<file path="config.mk">
export PLATFORM = sky130hd
export DESIGN_NAME = ps2_kbd_tx
export DESIGN_NICKNAME = d
export VERILOG_FILES = /design/src/rtl/ps2_pkg.sv /design/src/rtl/ps2_tx_fifo.sv /design/src/rtl/ps2_kbd_tx.sv
export SDC_FILE = /design/constraint.sdc
export NUM_CORES = 1
export LEC_CHECK = 0
export CAP_MARGIN = 20
export CORE_MARGIN = 5
export CORE_UTILIZATION = 55
export DETAILED_ROUTE_END_ITERATION = 12
export GPL_ROUTABILITY_DRIVEN = 1
export PLACE_DENSITY = 0.77
export SLEW_MARGIN = 15
export SYNTH_ARGS = -nofsm -noshare
export SYNTH_HDL_FRONTEND = slang
export SYNTH_HIERARCHICAL = 1
export SYNTH_SLANG_ARGS = --single-unit
export TNS_END_PERCENT = 5
</file>
<file path="constraint.sdc">
create_clock -name clk -period 2.4 [get_ports clk]
set_input_delay 0.24 -clock clk [delete_from_list [all_inputs] [get_ports clk]]
set_output_delay 0.24 -clock clk [all_outputs]
set_load 0.01 [all_outputs]
</file>
<file path="src/rtl/ps2_pkg.sv">
`default_nettype none
// =============================================================================
// Module   : ps2_pkg
// Brief    : Shared PS/2 transmit types, constants and frame builder.
// Revision : 1.0 - initial release
// =============================================================================
package ps2_pkg;

    typedef enum logic [1:0] {
        ST_IDLE  = 2'd0,
        ST_LOAD  = 2'd1,
        ST_SHIFT = 2'd2,
        ST_GAP   = 2'd3
    } ps2_state_t;

    localparam int         PS2_FRAME_BITS = 11;
    localparam logic [7:0] PS2_BREAK_CODE = 8'hF0;

    // Bit 0 is sent first: start(0), data LSB..MSB, odd parity, stop(1).
    function automatic logic [PS2_FRAME_BITS-1:0] ps2_build_frame(input logic [7:0] b);
        return {1'b1, ~(^b), b, 1'b0};
    endfunction

endpackage
`default_nettype wire

</file>
<file path="src/rtl/ps2_tx_fifo.sv">
`default_nettype none
// =============================================================================
// Module   : ps2_tx_fifo
// Brief    : Synchronous ready/valid FIFO with extended-pointer full/empty.
// Revision : 1.0 - initial release
// =============================================================================
module ps2_tx_fifo #(
    parameter int WIDTH = 8,
    parameter int DEPTH = 8
) (
    input  logic             clk,
    input  logic             rst,
    input  logic             in_valid,
    input  logic [WIDTH-1:0] in_data,
    output logic             in_ready,
    output logic             out_valid,
    output logic [WIDTH-1:0] out_data,
    input  logic             out_ready
);

    localparam int          AW        = $clog2(DEPTH);
    localparam logic [AW:0] c_ptr_one = (AW+1)'(1);

    logic [WIDTH-1:0] r_mem [DEPTH];
    logic [AW:0]      r_wptr;
    logic [AW:0]      r_rptr;
    logic             w_full;
    logic             w_empty;
    logic             w_push;
    logic             w_pop;

    // Same index with differing wrap bit means the writer is a full lap ahead.
    assign w_empty   = (r_wptr == r_rptr);
    assign w_full    = (r_wptr[AW] != r_rptr[AW]) && (r_wptr[AW-1:0] == r_rptr[AW-1:0]);
    assign in_ready  = !w_full;
    assign out_valid = !w_empty;
    assign w_push    = in_valid && !w_full;
    assign w_pop     = out_ready && !w_empty;
    assign out_data  = r_mem[r_rptr[AW-1:0]];

    always_ff @(posedge clk or negedge rst) begin
        if (!rst) begin
            r_wptr <= '0;
            r_rptr <= '0;
        end else begin
            if (w_push) r_wptr <= r_wptr + c_ptr_one;
            if (w_pop)  r_rptr <= r_rptr + c_ptr_one;
        end
    end

    always_ff @(posedge clk) begin
        if (w_push) r_mem[r_wptr[AW-1:0]] <= in_data;
    end

endmodule
`default_nettype wire

</file>
<file path="src/rtl/ps2_kbd_tx.sv">
`default_nettype none
// =============================================================================
// Module   : ps2_kbd_tx
// Brief    : PS/2 keyboard-side transmitter: queues scan codes and emits frames.
//            Define PS2_TX_BREAK_EN to add the brk input (0xF0 prefix frame).
// Revision : 1.0 - initial release
// =============================================================================
module ps2_kbd_tx
    import ps2_pkg::*;
#(
    parameter int CLK_DIV    = 4,
    parameter int GAP_HALVES = 2,
    parameter int FIFO_DEPTH = 8
) (
    input  logic       clk,
    input  logic       rst,
`ifdef PS2_TX_BREAK_EN
    input  logic       brk,
`endif
    input  logic       valid,
    input  logic [7:0] data,
    output logic       ready,
    output logic       ps2_clk,
    output logic       ps2_data,
    output logic       busy,
    output logic       overflow
);

`ifdef PS2_TX_BREAK_EN
    localparam int ENTRY_W = 9;
`else
    localparam int ENTRY_W = 8;
`endif
    localparam int CNT_MAX = (2*CLK_DIV > GAP_HALVES*CLK_DIV) ? 2*CLK_DIV : GAP_HALVES*CLK_DIV;
    localparam int CNT_W   = $clog2(CNT_MAX + 1);

    localparam logic [CNT_W-1:0] c_cnt_one  = CNT_W'(1);
    localparam logic [CNT_W-1:0] c_half_end = CNT_W'(CLK_DIV - 1);
    localparam logic [CNT_W-1:0] c_bit_end  = CNT_W'(2*CLK_DIV - 1);
    // The LOAD/IDLE cycle that follows supplies the final idle cycle of the gap.
    localparam logic [CNT_W-1:0] c_gap_end  = CNT_W'(GAP_HALVES*CLK_DIV - 2);
    localparam logic [3:0]       c_last_bit = 4'(PS2_FRAME_BITS - 1);

    logic [ENTRY_W-1:0]        w_entry;
    logic [ENTRY_W-1:0]        w_head;
    logic                      w_fifo_ready;
    logic                      w_fifo_valid;
    logic                      w_pop;
    logic                      w_more;
    logic [7:0]                w_load_byte;
    logic [PS2_FRAME_BITS-1:0] w_frame;

    ps2_state_t                r_state;
    logic [CNT_W-1:0]          r_cnt;
    logic [3:0]                r_bit;
    logic [PS2_FRAME_BITS-2:0] r_frame;
    logic                      r_ps2_clk;
    logic                      r_ps2_data;
    logic                      r_overflow;

`ifdef PS2_TX_BREAK_EN
    logic       r_brk_pend;
    logic [7:0] r_held;

    assign w_entry     = {brk, data};
    assign w_pop       = (r_state == ST_LOAD) && !r_brk_pend;
    assign w_more      = w_fifo_valid || r_brk_pend;
    assign w_load_byte = r_brk_pend ? r_held : (w_head[8] ? PS2_BREAK_CODE : w_head[7:0]);

    // A break entry is popped once; its data byte is held for the second frame.
    always_ff @(posedge clk or negedge rst) begin
        if (!rst) begin
            r_brk_pend <= 1'b0;
            r_held     <= '0;
        end else if (r_state == ST_LOAD) begin
            if (r_brk_pend) begin
                r_brk_pend <= 1'b0;
            end else if (w_head[8]) begin
                r_brk_pend <= 1'b1;
                r_held     <= w_head[7:0];
            end
        end
    end
`else
    assign w_entry     = data;
    assign w_pop       = (r_state == ST_LOAD);
    assign w_more      = w_fifo_valid;
    assign w_load_byte = w_head;
`endif

    assign w_frame = ps2_build_frame(w_load_byte);

    ps2_tx_fifo #(
        .WIDTH (ENTRY_W),
        .DEPTH (FIFO_DEPTH)
    ) u_fifo (
        .clk       (clk),
        .rst       (rst),
        .in_valid  (valid),
        .in_data   (w_entry),
        .in_ready  (w_fifo_ready),
        .out_valid (w_fifo_valid),
        .out_data  (w_head),
        .out_ready (w_pop)
    );

    always_ff @(posedge clk or negedge rst) begin
        if (!rst) begin
            r_state    <= ST_IDLE;
            r_cnt      <= '0;
            r_bit      <= '0;
            r_frame    <= '0;
            r_ps2_clk  <= 1'b1;
            r_ps2_data <= 1'b1;
        end else begin
            case (r_state)
                ST_IDLE: begin
                    if (w_more) r_state <= ST_LOAD;
                end
                ST_LOAD: begin
                    r_ps2_data <= w_frame[0];
                    r_frame    <= w_frame[PS2_FRAME_BITS-1:1];
                    r_ps2_clk  <= 1'b1;
                    r_cnt      <= '0;
                    r_bit      <= '0;
                    r_state    <= ST_SHIFT;
                end
                ST_SHIFT: begin
                    if (r_cnt == c_bit_end) begin
                        r_cnt     <= '0;
                        r_ps2_clk <= 1'b1;
                        if (r_bit == c_last_bit) begin
                            r_ps2_data <= 1'b1;
                            r_state    <= ST_GAP;
                        end else begin
                            r_ps2_data <= r_frame[0];
                            r_frame    <= {1'b1, r_frame[PS2_FRAME_BITS-2:1]};
                            r_bit      <= r_bit + 4'd1;
                        end
                    end else begin
                        if (r_cnt == c_half_end) r_ps2_clk <= 1'b0;
                        r_cnt <= r_cnt + c_cnt_one;
                    end
                end
                ST_GAP: begin
                    if (r_cnt == c_gap_end) begin
                        r_cnt   <= '0;
                        r_state <= w_more ? ST_LOAD : ST_IDLE;
                    end else begin
                        r_cnt <= r_cnt + c_cnt_one;
                    end
                end
                default: r_state <= ST_IDLE;
            endcase
        end
    end

    always_ff @(posedge clk or negedge rst) begin
        if (!rst) r_overflow <= 1'b0;
        else if (valid && !w_fifo_ready) r_overflow <= 1'b1;
    end

    assign ready    = w_fifo_ready;
    assign ps2_clk  = r_ps2_clk;
    assign ps2_data = r_ps2_data;
    assign busy     = (r_state != ST_IDLE) || w_fifo_valid;
    assign overflow = r_overflow;

endmodule
`default_nettype wire
</file>
==> results of run 1 <==
cell usage after synthesis (2+ instances only):
cell / count
or3_1: 4
xnor2_1: 12
a21oi_1: 4
nand3_1: 2
nand4_1: 2
nor2b_1: 3
xor2_2: 2
o311ai_0: 2
o41ai_2: 2
or2_2: 2
o311ai_1: 2
xor2_1: 2
nor2_1: 6
mux2i_1: 8
and2_1: 2
nand2b_1: 7
nor3_1: 3
mux2_2: 10
nand2_1: 22
dfrtp_1: 29
mux4_1: 3
inv_1: 11
o22ai_1: 2
buf_4: 2
o21ai_0: 13
ha_1: 12
buf_6: 3
mux4_2: 13
o41ai_1: 3
dfstp_2: 2
o211ai_1: 2
nor4_1: 2
buf_2: 4
edfxtp_1: 64
registers in the layout (all words and copies together), names as in the netlist:
| name | flops |
|---|---|
| r_cnt | 4 |
| overflow | 1 |
| r_state | 2 |
| u_fifo/r_rptr | 4 |
| ps2_clk | 1 |
| u_fifo/r_mem | 64 |
| u_fifo/r_wptr | 4 |
| r_bit | 4 |
| ps2_data | 1 |
| r_frame | 10 |
worst max-delay path, stage by stage (launching register included):
cell	delay, ns
dfrtp_1	0.41
buf_4	0.17
xor2_2	0.18
or3_4	0.39
or2_2	0.29
nand2b_1	0.16
buf_2	0.16
stage by stage:
stage                      util  cell area [sq um]
after floorplan               -               4350
after global placement    0.608               4700
after detailed placement  0.608               4700
after CTS                 0.632               4880
after global routing      0.638               4930
final                     0.638               4930
kinds of logic after synthesis:
logic type | count (synthesis)
buffers and inverters | 23
xor gates and xnor gates | 16
DFF | 95
AOI/OAI and AO/OA | 42
muxes | 34
adders and majority gates | 12
and+or+nand+nor | 62
power breakdown:
part / total (W) / leakage, nW / switching (W) / internal (W)
registers: 0.00235 / 0.961 / 0.000209 / 0.00214
clock network: 0.000927 / 0.0805 / 0.000547 / 0.000381
logic: 0.00300 / 0.756 / 0.00150 / 0.00150
cell type report:
class                   instances  area (sq um)  area share
multi-input cells             166          1530       0.311
clock buffers                  10           128      0.0259
flip-flops and latches         95          2700       0.548
repair buffers                 39           358      0.0726
inverters                      11          41.3     0.00837
well taps                     102           128      0.0259
clock inverters                 6          45.0     0.00913
worst paths after layout:
| check | end | cells after the start |
|---|---|---|
| setup / recovery | busy | 6 |
| hold / removal | r_bit[2] | 2 |
| setup reg to reg | r_frame[8] | 8 |
| hold reg to reg | overflow | 1 |
| max in group asynchronous | ps2_clk | 2 |
| min in group clk | overflow | 1 |
what timing repair did:
action / 4_1_cts / 5_1_grt
pin swaps: 0 / 2
setup buffers: 2 / 0
setup endpoints to repair: 2 / 10
gates resized for setup: 5 / 7
cloned: 0 / 1
routing by layer:
metal  GRT usage  up-vias  part of all wire
met3      0.0283       12             0.026
met4      0.0630        0             0.020
met2       0.286       44              0.53
met1       0.209     1216              0.43
li1            -     1160                 -
met5           0        -                 0
==> results_dict.tcl, run 1 <==
set metrics [dict create \
    synth_xor_area_frac 0.0357 \
    rsz0062_at_grt "true" \
    rr_startpoint "u_fifo/r_rptr[0]" \
    gp_congestion 0.775 \
    synth_edf_count 64 \
    grt_pass1_vias 2443 \
    synthArstFlopShare 0.326 \
    synth_top_cell_area_share 0.442 \
    cts_tree "done" \
    synth_nets 307 \
    ys_ff_latch 95 \
    arrival_ns 2.10 \
    fin_cells 429 \
    cp_max_fo 5 \
    critPathCaptureType "primary output" \
    cts_buffers 9 \
    powerDensity_nw_per_um2 1270 \
    final_common_cell "edfxtp_1" \
    avgSynthCellArea_sq_um 15.3 \
    n_fill_cell 550 \
    core_sq_um 7730 \
    syn-cell-area_sq_um 4350 \
    pre_cts_ws_ns 0.0570 \
    rows 32 \
    antenna_cells 0 \
    drc 0 \
    drv_cap 0 \
    timing.hold.ws_ns 0.274 \
    synthToLayoutAreaGrowth_pct 13.3 \
    first_pass_iters 4 \
    final_max_slew_viol_count 0 \
    startpoint "u_fifo/r_rptr[0]" \
    worst_pin_slew_ns 0.931 \
    grt_pass1_wl_um 12400 \
    clk_pin_slew_ns 0.09 \
    die_area_sq_um 9790 \
    finalCritPeriodShare 0.973 \
    p_leak_nw 1.80 \
    reg2reg_slack_ns 0.09 \
    cts_hold_buf 0 \
    synth-main-ff-cell "edfxtp_1" \
    cts_max_level 3 \
    setup_ws_ns 0.0645 \
    seq_area_frac_synth 0.621 \
    wl_um 7680 \
    die_y_um 98.9 \
    start_kind "flip-flop" \
    grt.overflow.total 0 \
    min-delay-path-class "in -> async" \
    dp_cells 410 \
    crit_required_ns 2.16 \
    grt.total_usage 0.165 \
    antenna_found_initial 0 \
    synth-simple-area-share 0.0765 \
    dp_hpwl_um 5130 \
    initial_core_util 0.563 \
    synth_top_family_by_area "multiplexers" \
    final.min_clock_period_ns 2.34 \
    synth.distinct_cells 56 \
    antenna_left 0 \
    synth_compound_area_frac 0.0713 \
    vias_per_cell 5.67 \
    max_slew_margin 0.377 \
    power.total_w 0.00628 \
    syn_inst 284 \
    yosysWarnings 6 \
    critPathKind "reg -> out" \
    drive_above_1_share 0.245 \
    peakVddDrop_mv 0.521 \
    finalSetupViolCount 0 \
    cts.sink_count 95 \
    setup_tns_ns 0 \
    root_buffer "clkbuf_8" \
    run_status "finished clean" \
    clockBufferDepth 2 \
    mostFrequentLayoutCells "edfxtp_1, dfrtp_1, nand2_1" \
    pin_count 16 \
    nNetsFinal 345 \
    portBuffers 15 \
    drtIter0Drc 91 \
    avgRoutedWirePerCell_um 17.9 \
    synth.top_cells.by_area "edfxtp_1, dfrtp_1, mux4_2" \
    synth-adder-area-share 0.0345 \
    fmax_ghz 0.428 \
    hold_viol_final 0 \
    skew_ns 0.0103 \
    grt_max_degree 32 \
    clock_latency_ns 0.35 \
    vias 2432 \
    yosys-mux-area-fraction 0.130 \
    fp.dieW_um 98.9 \
    yosys.area.top_type "edfxtp_1" \
]
Power figures use the tool's default switching activity.
==> inputs of run 2 (changes only) <==
--- a/config.mk
+++ b/config.mk
@@ -8,9 +8,11 @@
 export CAP_MARGIN = 20
 export CORE_MARGIN = 5
 export CORE_UTILIZATION = 55
+export CTS_CLUSTER_SIZE = 16
 export DETAILED_ROUTE_END_ITERATION = 12
 export GPL_ROUTABILITY_DRIVEN = 1
-export PLACE_DENSITY = 0.77
+export MAX_ROUTING_LAYER = met4
+export PLACE_DENSITY = 0.8
 export SLEW_MARGIN = 15
 export SYNTH_ARGS = -nofsm -noshare
 export SYNTH_HDL_FRONTEND = slang
==> run 2 against run 1 <==
Clock power grew 3.2%. First-iteration DRC count shrank 1.1%. Critical endpoint is now r_frame[8]. Power grew 0.12%. Sequential power is essentially flat.
==> results_dict.tcl, run 2 (synthesis results as in run 1) <==
set metrics [dict create \
    cp_max_fo 11 \
    startpoint "u_fifo/r_rptr[0]" \
    critPathSlowestCell "mux4_1" \
    clock_latency_ns 0.36 \
    antenna_left 0 \
    die_y_um 98.9 \
    final_area_sq_um 4940 \
    drive_above_1_share 0.255 \
    setup_ws_ns 0.0603 \
    postPlaceCellArea_sq_um 4690 \
    fp.dieW_um 98.9 \
    path_buf_inv 1 \
    hold_viol_final 0 \
    peakVddDrop_mv 0.657 \
    final_max_slew_viol_count 0 \
    p_seq_frac 0.375 \
    antenna_found_initial 0 \
    synthToLayoutAreaGrowth_pct 13.6 \
    critPathCaptureType "flip-flop" \
    arrival_ns 2.58 \
    fin_cells 427 \
    final.min_clock_period_ns 2.34 \
    critPathTopFamily "multiplexers" \
    swShare 0.364 \
    largest_reg_flops 64 \
    nNetsFinal 343 \
    cp_cell_sequence "buf_12, mux4_1, mux2_2, xnor2_1, xnor2_1, xnor2_1, a221o_1" \
    cts_hold_buf 0 \
    dp_hpwl_um 4880 \
    skew_ns 0.0101 \
    root_buffer "clkbuf_8" \
    dp_cells 409 \
    vias 2412 \
    wl_um 7440 \
    crit_path_end "r_frame[8]" \
    max_slew_margin 0.635 \
    finalSetupViolCount 0 \
    vias_per_cell 5.65 \
    clk_pin_slew_ns 0.10 \
    antenna_cells 0 \
    grt.overflow.total 0 \
    grt_max_degree 32 \
    cts.sink_count 95 \
    path_depth 7 \
    final_common_cell "edfxtp_1" \
    grt_pass1_wl_um 11900 \
    grt_pass1_vias 2388 \
    portBuffers 15 \
    die_area_sq_um 9790 \
    max_stage_delay_ns 0.55 \
    worst_pin_slew_ns 0.544 \
    drc 0 \
    p_int_w 0.00400 \
    cts_buffers 9 \
    cts_max_level 3 \
    r2r-end "r_frame[8]" \
    first_pass_iters 4 \
    pre_cts_ws_ns 0.0866 \
    avgRoutedWirePerCell_um 17.4 \
    rows 32 \
    finalCritPeriodShare 0.975 \
    p_leak_nw 1.80 \
    switchingPower_w 0.00229 \
    critPathKind "reg -> reg" \
    setup_tns_ns 0 \
    clockBufferDepth 2 \
    initial_core_util 0.563 \
    rsz0062_at_grt "true" \
    gp_congestion 0.774 \
    grt.total_usage 0.162 \
    core_sq_um 7730 \
    drv_cap 0 \
    pin_count 16 \
    pwr-share-comb 0.472 \
    crit_required_ns 2.64 \
    fmax_ghz 0.427 \
    run_status "finished clean" \
    start_kind "flip-flop" \
    mostFrequentLayoutCells "edfxtp_1, dfrtp_1, nand2_1" \
    n_fill_cell 561 \
    reg2reg_slack_ns 0.06 \
    min-delay-path-class "in -> async" \
    cts_tree "done" \
    pwr-share-clk 0.152 \
    powerDensity_nw_per_um2 1270 \
    rr_startpoint "u_fifo/r_rptr[0]" \
    cp_common_cell "xnor2_1" \
    rr_worst_depth 7 \
    drtIter0Drc 90 \
]
run 2: area by class of cell:
cell class	instances	area (sq um)	area share
flip-flops and latches	95	2700	0.546
clock buffers	9	124	0.0251
inverters	11	41.3	0.00835
clock inverters	7	53.8	0.0109
repair buffers	37	345	0.0699
well taps	102	128	0.0258
multi-input cells	166	1550	0.314
run 2: worst min-delay path by stage:
stage / end / slack [ns] / start
2_1_floorplan: overflow / -0.06 / rst
3_3_place_gp: overflow / 0.44 / overflow
3_5_place_dp: overflow / 0.44 / overflow
4_1_cts: u_fifo/r_rptr[0] / 0.28 / rst
5_1_grt: u_fifo/r_rptr[0] / 0.32 / rst
6_report: r_bit[1] / 0.28 / rst
run 2: layer usage:
metal  track usage  vias up  share of wire
li1              -     1151              -
met1         0.206     1212           0.43
met2         0.261       41           0.52
met3        0.0389        8          0.038
met4        0.0441        0          0.011
met5             -        -              0
run 2: timing repair:
action                                  4_1_cts  5_1_grt
endpoints found under the setup margin        2       32
gates cloned                                  0        1
pin swaps                                     0        1
setup buffers                                 1        0
resized for setup                             7        7
run 2: per-stage QoR:
stage          power [W]   util  hold slack (ns)
2_1_floorplan    0.00451      -          -0.0556
3_3_place_gp     0.00510  0.608            0.436
3_5_place_dp     0.00521  0.608            0.444
4_1_cts          0.00621  0.633            0.282
5_1_grt          0.00672  0.640            0.318
6_report         0.00628  0.640            0.282
run 2: power groups by stage:
stage               Clock (W)  Sequential, W  Combinational, W
floorplan                   0        0.00233           0.00217
detailed placement          0        0.00238           0.00283
global placement            0        0.00237           0.00273
global route          0.00106        0.00240           0.00327
CTS                  0.000975        0.00235           0.00288
finish               0.000957        0.00236           0.00297
==> inputs of run 3 (changes only) <==
--- a/config.mk
+++ b/config.mk
@@ -5,6 +5,7 @@
 export SDC_FILE = /design/constraint.sdc
 export NUM_CORES = 1
 export LEC_CHECK = 0
+export ABC_AREA = 1
 export CAP_MARGIN = 20
 export CORE_MARGIN = 5
 export CORE_UTILIZATION = 55
==> run 3 against run 2 <==
Fmax up 9.5%. Worst hold slack got worse by 0.025 ns. Sequential power about the same. Critical endpoint is now ready. Cell area rose by 2.9%.
==> results_dict.tcl, run 3 <==
set metrics [dict create \
    run_status "finished clean" \
    synth_top_cell_area_share 0.418 \
    ys_ff_latch 95 \
    cts_max_level 3 \
    final_common_cell "nand2_1" \
    synth_nets 477 \
    grt.total_usage 0.188 \
    cts_tree "done" \
    powerDensity_nw_per_um2 1250 \
    fp.dieW_um 101 \
    drv_cap 0 \
    hold_viol_final 0 \
    utilization 0.622 \
    antenna_found_initial 0 \
    syn_inst 454 \
    timing.hold.ws_ns 0.257 \
    rows 33 \
    crit_required_ns 2.16 \
    max_stage_delay_ns 0.53 \
    yosys.area.top_type "edfxtp_1" \
    gp_congestion 0.812 \
    drtIter0Drc 225 \
    die_area_sq_um 10300 \
    seq_area_frac_synth 0.588 \
    drc 0 \
    grt_max_degree 32 \
    vias_per_cell 5.42 \
    cts.sink_count 95 \
    clockBufferDepth 2 \
    max_slew_margin 0.682 \
    synthArstFlopShare 0.326 \
    cts_hold_buf 0 \
    cts_buffers 9 \
    synth_common_cells "nand2_1, edfxtp_1, nor2_1" \
    nNetsFinal 502 \
    start_kind "flip-flop" \
    portBuffers 15 \
    critPathSlowestCell "clkdlybuf4s50_1" \
    path_depth 4 \
    rsz0062_at_grt "false" \
    clk_pin_slew_ns 0.10 \
    power.total_w 0.00638 \
    root_buffer "clkbuf_8" \
    pre_cts_ws_ns 0.320 \
    cp_cell_sequence "buf_4, xnor2_2, nand4_4, clkdlybuf4s50_1" \
    initial_core_util 0.562 \
    critPathKind "reg -> out" \
    drive_above_1_share 0.151 \
    largest_reg_flops 64 \
    clock_latency_ns 0.37 \
    synth.distinct_cells 39 \
    grt_pass1_wl_um 14500 \
    yosysMostFrequentCell "nand2_1" \
    synth-main-ff-cell "edfxtp_1" \
    avgRoutedWirePerCell_um 14.5 \
    pin_count 16 \
    min-delay-path-class "in -> async" \
    critPathTopFamily "buffers and inverters" \
    dp_hpwl_um 5790 \
    finalCritPeriodShare 0.890 \
    yosysWarnings 6 \
    skew_ns 0.00917 \
    peakVddDrop_mv 0.594 \
    critPathCaptureType "primary output" \
    syn-cell-area_sq_um 4590 \
    arrival_ns 1.90 \
    worst_pin_slew_ns 0.476 \
    final_max_slew_viol_count 0 \
    rr_worst_depth 15 \
    path_buf_inv 2 \
    core_sq_um 8180 \
    die_y_um 101 \
    grt.overflow.total 0 \
    fmax_ghz 0.468 \
    setup_tns_ns 0 \
    avgSynthCellArea_sq_um 10.1 \
    grt_pass1_vias 3090 \
    cp_max_fo 13 \
    finalSetupViolCount 0 \
    antenna_left 0 \
    final.min_clock_period_ns 2.14 \
    wl_um 8560 \
    synthToLayoutAreaGrowth_pct 10.8 \
    synth.top_cells.by_area "edfxtp_1, dfrtp_1, nand2_1" \
    vias 3194 \
    p_leak_nw 2.13 \
    synth_edf_count 64 \
    setup_ws_ns 0.263 \
    antenna_cells 0 \
    first_pass_iters 7 \
    mostFrequentLayoutCells "nand2_1, edfxtp_1, nor2_1" \
]
-- run 3: changes by cell type in the layout (fill, tap and decap cells not counted), sizes merged, moves of 7 or more --
cell    before  now
inv         14   34
o22ai        2   18
mux2i        8    0
xnor2       12    2
nand2       22  126
mux2        10    0
o21ai       13   56
nand3        2   23
mux4        16    0
nor2         6   52
nand2b       7    0
-- run 3: final timing paths --
check | start | end | slack [ns]
max in group asynchronous | rst | ps2_data | 1.82
min reg2reg | r_frame[9] | r_frame[9] | 0.48
max reg2reg | u_fifo/r_rptr[0] | r_frame[8] | 0.44
min in group clk | r_frame[9] | r_frame[9] | 0.48
max | u_fifo/r_rptr[2] | ready | 0.26
min | rst | r_bit[2] | 0.26
-- run 3: layer usage --
layer | GRT usage | vias up | share of wire
met2 | 0.295 | 75 | 0.48
li1 | - | 1582 | -
met1 | 0.240 | 1517 | 0.44
met5 | - | - | 0
met4 | 0.0910 | 0 | 0.025
met3 | 0.0303 | 20 | 0.051
-- run 3: report_power, final --
part	switching, W	total (W)	leakage (nW)	internal, W
combinational	0.00189	0.00295	1.06	0.00106
clock	0.000594	0.00109	0.102	0.000496
sequential	0.000221	0.00233	0.965	0.00211
total	0.00271	0.00638	2.13	0.00367
-- run 3: through the flow --
stage	std cells	area [sq um]
CTS	589	5080
global route	589	5090
detailed placement	572	4860
finish	589	5090
floorplan	454	4590
global placement	572	4860
-- run 3: timing repair --
| action | CTS | global route |
|---|---|---|
| pin swaps | 0 | 0 |
| buffers inserted | 1 | 0 |
| hold endpoints to repair | 0 | 0 |
| resized for setup | 3 | 1 |
| endpoints found under the setup margin | 1 | 1 |
-- run 3: area by class of cell --
cell class | instances | area [sq um]
flip-flops and latches | 95 | 2700
clock buffers | 9 | 124
multi-input cells | 309 | 1640
well taps | 105 | 131
repair buffers | 32 | 284
fillers | 648 | 3090
inverters | 32 | 125
clock inverters | 7 | 80.1
-- run 3: cell families after synthesis --
logic type | share of synthesized area
flops | 0.588
xor+xnor | 0.0188
simple gates | 0.195
buf+inv | 0.0548
compound gates | 0.111
fa+ha+maj | 0.0327
